<file path="src/rtl/ball_motion_ctrl.sv">
// Ball motion controller: serve, fall, bounce and miss sequencing for a single ball,
// with clamped horizontal steering. All outputs are registered and advance on frame ticks.
module ball_motion_ctrl #(
  parameter int X_MIN       = 84,
  parameter int X_MAX       = 596,
  parameter int X_INIT      = 340,
  parameter int Y_BOTTOM    = 479,
  parameter int X_STEP      = 4,
  parameter int VY_INIT     = 1,
  parameter int VY_MAX      = 8,
  parameter int RISE_FRAMES = 24
) (
  input  logic       clk,
  input  logic       reset,
  input  logic       frame_tick,
  input  logic       start,
  input  logic       pause,
  input  logic       left,
  input  logic       right,
  input  logic       on_platform,
  output logic [9:0] x_ball,
  output logic [8:0] y_ball,
  output logic [1:0] state,
  output logic       miss,
  output logic [7:0] score,
  output logic [3:0] vy
);

  typedef enum logic [1:0] {
    IDLE = 2'd0,
    FALL = 2'd1,
    RISE = 2'd2,
    OVER = 2'd3
  } state_t;

  localparam int CW = $clog2(RISE_FRAMES + 1);

  localparam logic [9:0]    X_INIT_L   = 10'(X_INIT);
  localparam logic [9:0]    X_MIN_L    = 10'(X_MIN);
  localparam logic [9:0]    X_MAX_L    = 10'(X_MAX);
  localparam logic [9:0]    X_STEP_L   = 10'(X_STEP);
  localparam logic [10:0]   X_LEFT_LIM = 11'(X_MIN + X_STEP);
  localparam logic [10:0]   X_MAX_W    = 11'(X_MAX);
  localparam logic [9:0]    Y_BOTTOM_W = 10'(Y_BOTTOM);
  localparam logic [8:0]    Y_BOTTOM_L = 9'(Y_BOTTOM);
  localparam logic [3:0]    VY_INIT_L  = 4'(VY_INIT);
  localparam logic [3:0]    VY_MAX_L   = 4'(VY_MAX);
  localparam logic [CW-1:0] RISE_LOAD  = CW'(RISE_FRAMES);

  state_t        st_q, st_d;
  logic [9:0]    x_d;
  logic [8:0]    y_d;
  logic [7:0]    score_d;
  logic [3:0]    vy_d;
  logic          miss_d;
  logic [CW-1:0] cnt_q, cnt_d;

  logic          active;
  logic [10:0]   x_sum;
  logic [9:0]    x_move;
  logic [9:0]    y_sum;
  logic [8:0]    y_dec;
  logic [CW-1:0] cnt_dec;
  logic [7:0]    score_inc;

  assign state     = st_q;
  assign active    = frame_tick && !pause;
  assign x_sum     = {1'b0, x_ball} + {1'b0, X_STEP_L};
  assign y_sum     = {1'b0, y_ball} + {6'd0, vy};
  assign y_dec     = ({5'd0, vy} < y_ball) ? (y_ball - {5'd0, vy}) : 9'd0;
  assign cnt_dec   = (cnt_q != '0) ? (cnt_q - CW'(1)) : '0;
  assign score_inc = score + 8'd1;

  // Horizontal step with clamping; the left bound is checked before subtracting so it can't wrap.
  always_comb begin
    x_move = x_ball;
    if (left && !right) begin
      x_move = ({1'b0, x_ball} >= X_LEFT_LIM) ? (x_ball - X_STEP_L) : X_MIN_L;
    end else if (right && !left) begin
      x_move = (x_sum <= X_MAX_W) ? x_sum[9:0] : X_MAX_L;
    end
  end

  always_comb begin
    st_d    = st_q;
    x_d     = x_ball;
    y_d     = y_ball;
    score_d = score;
    vy_d    = vy;
    cnt_d   = cnt_q;
    miss_d  = 1'b0;
    case (st_q)
      IDLE: begin
        x_d  = X_INIT_L;
        y_d  = 9'd0;
        vy_d = VY_INIT_L;
        if (start && !pause) begin
          st_d    = FALL;
          score_d = 8'd0;
        end
      end
      FALL: begin
        if (active) begin
          x_d = x_move;
          // A platform hit wins over a bottom crossing on the same tick.
          if (on_platform) begin
            st_d  = RISE;
            cnt_d = RISE_LOAD;
            if (score != 8'hFF) begin
              score_d = score_inc;
              if (score_inc[1:0] == 2'b00 && vy < VY_MAX_L) begin
                vy_d = vy + 4'd1;
              end
            end
          end else if (y_sum >= Y_BOTTOM_W) begin
            y_d    = Y_BOTTOM_L;
            st_d   = OVER;
            miss_d = 1'b1;
          end else begin
            y_d = y_sum[8:0];
          end
        end
      end
      RISE: begin
        if (active) begin
          x_d   = x_move;
          y_d   = y_dec;
          cnt_d = cnt_dec;
          if (cnt_dec == '0 || y_dec == 9'd0) begin
            st_d = FALL;
          end
        end
      end
      OVER: begin
        if (start && !pause) begin
          st_d = IDLE;
          x_d  = X_INIT_L;
          y_d  = 9'd0;
          vy_d = VY_INIT_L;
        end
      end
      default: st_d = IDLE;
    endcase
  end

  always_ff @(posedge clk or negedge reset) begin
    if (!reset) begin
      st_q   <= IDLE;
      x_ball <= X_INIT_L;
      y_ball <= 9'd0;
      score  <= 8'd0;
      vy     <= VY_INIT_L;
      miss   <= 1'b0;
      cnt_q  <= '0;
    end else begin
      st_q   <= st_d;
      x_ball <= x_d;
      y_ball <= y_d;
      score  <= score_d;
      vy     <= vy_d;
      miss   <= miss_d;
      cnt_q  <= cnt_d;
    end
  end

endmodule

</file>
<file path="config.mk">
export PLATFORM = sky130hd
export DESIGN_NAME = ball_motion_ctrl
export DESIGN_NICKNAME = d
export VERILOG_FILES = /design/src/rtl/ball_motion_ctrl.sv
export SDC_FILE = /design/constraint.sdc
export NUM_CORES = 1
export LEC_CHECK = 0
export CORE_ASPECT_RATIO = 1.2
export CORE_UTILIZATION = 51
export CTS_CLUSTER_DIAMETER = 40
export CTS_CLUSTER_SIZE = 16
export DETAILED_ROUTE_END_ITERATION = 10
export GPL_TIMING_DRIVEN = 0
export PLACE_DENSITY = 0.88
export SETUP_SLACK_MARGIN = 0.05
export SYNTH_ARGS = -nofsm -noshare
export SYNTH_HDL_FRONTEND = slang
export SYNTH_SLANG_ARGS = --single-unit
export TNS_END_PERCENT = 5
</file>
<file path="constraint.sdc">
create_clock -name clk -period 2.3 [get_ports clk]
set_input_delay 0.69 -clock clk [delete_from_list [all_inputs] [get_ports clk]]
set_output_delay 0.69 -clock clk [all_outputs]
set_load 0.03 [all_outputs]
</file>
==> metrics.csv <==
stage,metric,value,unit
clock_network,clock slew at reported path FFs,0.08,ns
synthesis,"EDFF count, synth",0,
worst_setup_path,startpoint type of the worst setup path,register,
status,outcome,"complete, but fails checks",
worst_setup_path,Worst Setup Path Type,reg2reg,
sta,final worst path period need,2.89,ns
sta,relative slew slack,0.417,
sta,Final Slew Violations,0,
power,Total Power,6.16,mW
cells_and_area,"most common cell after layout, fill and taps aside",nand2_1,
clock_network,CTS max path bufs,2,
power,Leakage,1.78,nW
synthesis,#FFs+latches synth,37,
global_route,antenna violations before repair,0,
sta,final setup skew,0.00509,ns
synthesis,sequential share of the synthesized area,0.281,
clock_network,clock latency on the worst-skew pair,0.29,ns
sta,Final setup viols,19,
hold_path,worst hold path class,in2async,
placed_design,port bufs,39,
clock_network,cts bufs inserted,5,
placed_design,DP HPWL,6490,um
sta,Final Hold Fails,0,
global_route,grt ovf,0,
worst_setup_path,Worst path slowest cell,o311ai_1,
job,max_cap viols,0,
clock_network,CTS Sinks,37,
worst_setup_path,Worst path max stage delay,0.73,ns
synthesis,Synth Cell Area,3310,sq um
die,DIE AREA,6820,sq um
global_route,first-pass GRT wire length,15300,um
worst_setup_path,CP cell instances,"inv_1, ha_1, buf_6, o21bai_1, o311ai_1, o211ai_2, buf_4, a21boi_1, o211ai_1",
die,Initial Utilization,0.537,
cells_and_area,layout cells sized above 1,0.251,
global_route,global-route usage over all layers,0.288,
sta,crit share post-route,1.25,
global_route,vias in the first global route,3325,
route,Post-DRT Antenna Nets,0,
die,core box area,6170,sq um
route,Residual DRC,0,
route,met2 WL,5210,um
global_route,pin count of the biggest net entering global routing,38,
worst_setup_path,CP top delay family,compound AO/OA/AOI/OAI gates,
sta,Worst Max-Slew Pin Slew,0.875,ns
worst_setup_path,CP arrival,3.05,ns
placed_design,Area after DPL,3850,sq um
cells_and_area,post-layout util,0.714,
route,total iterations of the first detailed-routing run,5,
die,# IOs,42,
power,PwrDens,1400,nW/um^2
worst_setup_path,critical path capture point type,register,
sta,setup ws final,-0.586,ns
cells_and_area,fin nets,495,
synthesis,Yosys cell types,83,
clock_network,root buf cell,clkbuf_8,
worst_setup_path,worst-path fanout max,8,
route,WL met3,628,um
cells_and_area,Area growth syn-to-layout,33.0,%
synthesis,yosys warns,0,
clock_network,H-tree depth,2,
route,via-per-instance ratio,6.44,
sta,RSZ-0062 raised after global routing,yes,
sta,highest clock rate,346,MHz
route,drt total wl,10500,um
clock_network,CTS tree,done,
die,Die Ht,90.3,um
route,WL/cell,19.1,um
worst_setup_path,worst path required time,2.47,ns
cells_and_area,diodes inserted,0,
route,highest metal used,met4,
route,via count,3530,
sta,Hold WS,0.502,ns
route,1st-iter DRT viols,276,
worst_setup_path,worst path buffer plus inverter count,3,
synthesis,Avg Synthesized Cell Area,8.36,sq um
die,die width,75.6,um
synthesis,ys async rst share,1.00,
synthesis,"Primary FF master, synth",dfrtp_1,
status,failing checks,negative setup slack,
die,num rows,31,
synthesis,Synth Instances,396,
route,Met1 Wirelength,3900,um
cells_and_area,most frequent cells in the layout,"nand2_1, clkdlybuf4s50_1, dfrtp_1, o21ai_0, buf_4",
cells_and_area,"Design Area, Final",4400,sq um
placed_design,Placer Congestion,0.943,
power,Peak supply drop,699,uV
[power by group]
part	internal (mW)	switching, mW	total (mW)
combinational	1.81	2.66	4.47
clock	0.271	0.250	0.521
sequential	0.883	0.277	1.16
[sequential cells by signal (all words and copies together) (netlist names)]
signal and count:
cnt_q 5, vy 4, score 8, state 2, y_ball 9, x_ball 8
miss 1
[logic make-up (layout without fill, tap and decap cells)]
group / count (synthesis) / after routing / share of synthesized area
buffers and inverters: 48 / 117 / 0.0623
and+or+nand+nor: 145 / 145 / 0.232
adders and majority gates: 22 / 22 / 0.0876
muxes: 5 / 5 / 0.0159
DFF: 37 / 37 / 0.281
AOI/OAI and AO/OA: 126 / 126 / 0.288
xor gates and xnor gates: 12 / 12 / 0.0317
other: 1 / 2 / 0.00113
[cells in the mapped netlist (3+ instances only)]
| library cell | count | share of area |
|---|---|---|
| nor3_1 | 10 | 0.015 |
| a21boi_1 | 3 | 0.0068 |
| o211ai_1 | 6 | 0.014 |
| nor2b_1 | 8 | 0.015 |
| nand3_1 | 17 | 0.026 |
| a211oi_1 | 5 | 0.011 |
| o221ai_1 | 6 | 0.016 |
| dfstp_2 | 5 | 0.040 |
| buf_2 | 3 | 0.0045 |
| o21ai_0 | 25 | 0.038 |
| a22o_1 | 3 | 0.0079 |
| xnor2_1 | 11 | 0.029 |
| ha_1 | 20 | 0.076 |
| nand3b_1 | 3 | 0.0068 |
| buf_4 | 4 | 0.0091 |
| nand2b_1 | 10 | 0.019 |
| a21oi_1 | 18 | 0.027 |
| inv_1 | 22 | 0.025 |
| or3_1 | 6 | 0.011 |
| a22oi_1 | 3 | 0.0068 |
| a21o_1 | 7 | 0.016 |
| nand2_1 | 38 | 0.043 |
| nor4_1 | 3 | 0.0057 |
| dfrtp_1 | 32 | 0.24 |
| a31oi_1 | 5 | 0.0094 |
| and3_1 | 4 | 0.0076 |
| nand4_1 | 3 | 0.0057 |
| o31ai_1 | 4 | 0.0091 |
| nor2_1 | 21 | 0.024 |
| clkbuf_1 | 16 | 0.018 |
| mux2i_1 | 3 | 0.0091 |
| a221o_1 | 3 | 0.0091 |
[per-layer routing]
layer,vias up,track usage
li1,1599,-
met5,-,0
met4,0,0.167
met2,175,0.491
met3,73,0.0335
met1,1683,0.335
[final timing paths]
path	startpoint	endpoint	slack (ns)	cells past startpoint
max in group asynchronous	reset	vy[2]$_DFFE_PN0P_	1.19	1
hold / removal	reset	y_ball[7]$_DFFE_PN0P_	0.50	1
min in group clk	cnt_q[1]$_DFFE_PN0P_	cnt_q[1]$_DFFE_PN0P_	0.52	2
setup / recovery	vy[2]$_DFFE_PN0P_	y_ball[2]$_DFFE_PN0P_	-0.59	9
hold reg to reg	cnt_q[1]$_DFFE_PN0P_	cnt_q[1]$_DFFE_PN0P_	0.52	2
setup reg to reg	vy[2]$_DFFE_PN0P_	y_ball[2]$_DFFE_PN0P_	-0.59	9
[final cells by class]
| type | instances | area (sq um) |
|---|---|---|
| Multi-Input combinational cell | 312 | 2460 |
| Clock buffer | 7 | 96.3 |
| Clock inverter | 1 | 5.00 |
| Buffer | 24 | 131 |
| Fill cell | 436 | 1760 |
| Inverter | 23 | 90.1 |
| Tap cell | 82 | 103 |
| Sequential cell | 37 | 937 |
| Timing Repair Buffer | 62 | 578 |
[worst register-to-register path, delay by kind of cell (launching register included)]
| family | cells | cell delay, ns |
|---|---|---|
| DFF | 1 | 0.41 |
| buffers and inverters | 3 | 0.45 |
| adders and majority gates | 1 | 0.30 |
| AOI/OAI and AO/OA | 5 | 1.60 |
[metrics by stage]
stage	setup TNS (ns)	worst slack [ns]	std cells
6_report	-4.69	-0.586	548
5_1_grt	-6.56	-0.705	548
4_1_cts	-2.95	-0.260	529
3_5_place_dp	-13.62	-0.716	518
3_3_place_gp	-25.46	-0.657	518
2_1_floorplan	-1.67	-0.181	397
[what timing repair did]
item                                    CTS  global route
endpoints found under the setup margin   27            37
endpoints found under the hold margin     0             0
pin swaps                                 6            23
cloned                                    0             0
hold buffers                              0             0
setup buffers                             4            19
gates resized for setup                  30            42
No activity file was read; power rests on OpenSTA's default activity.
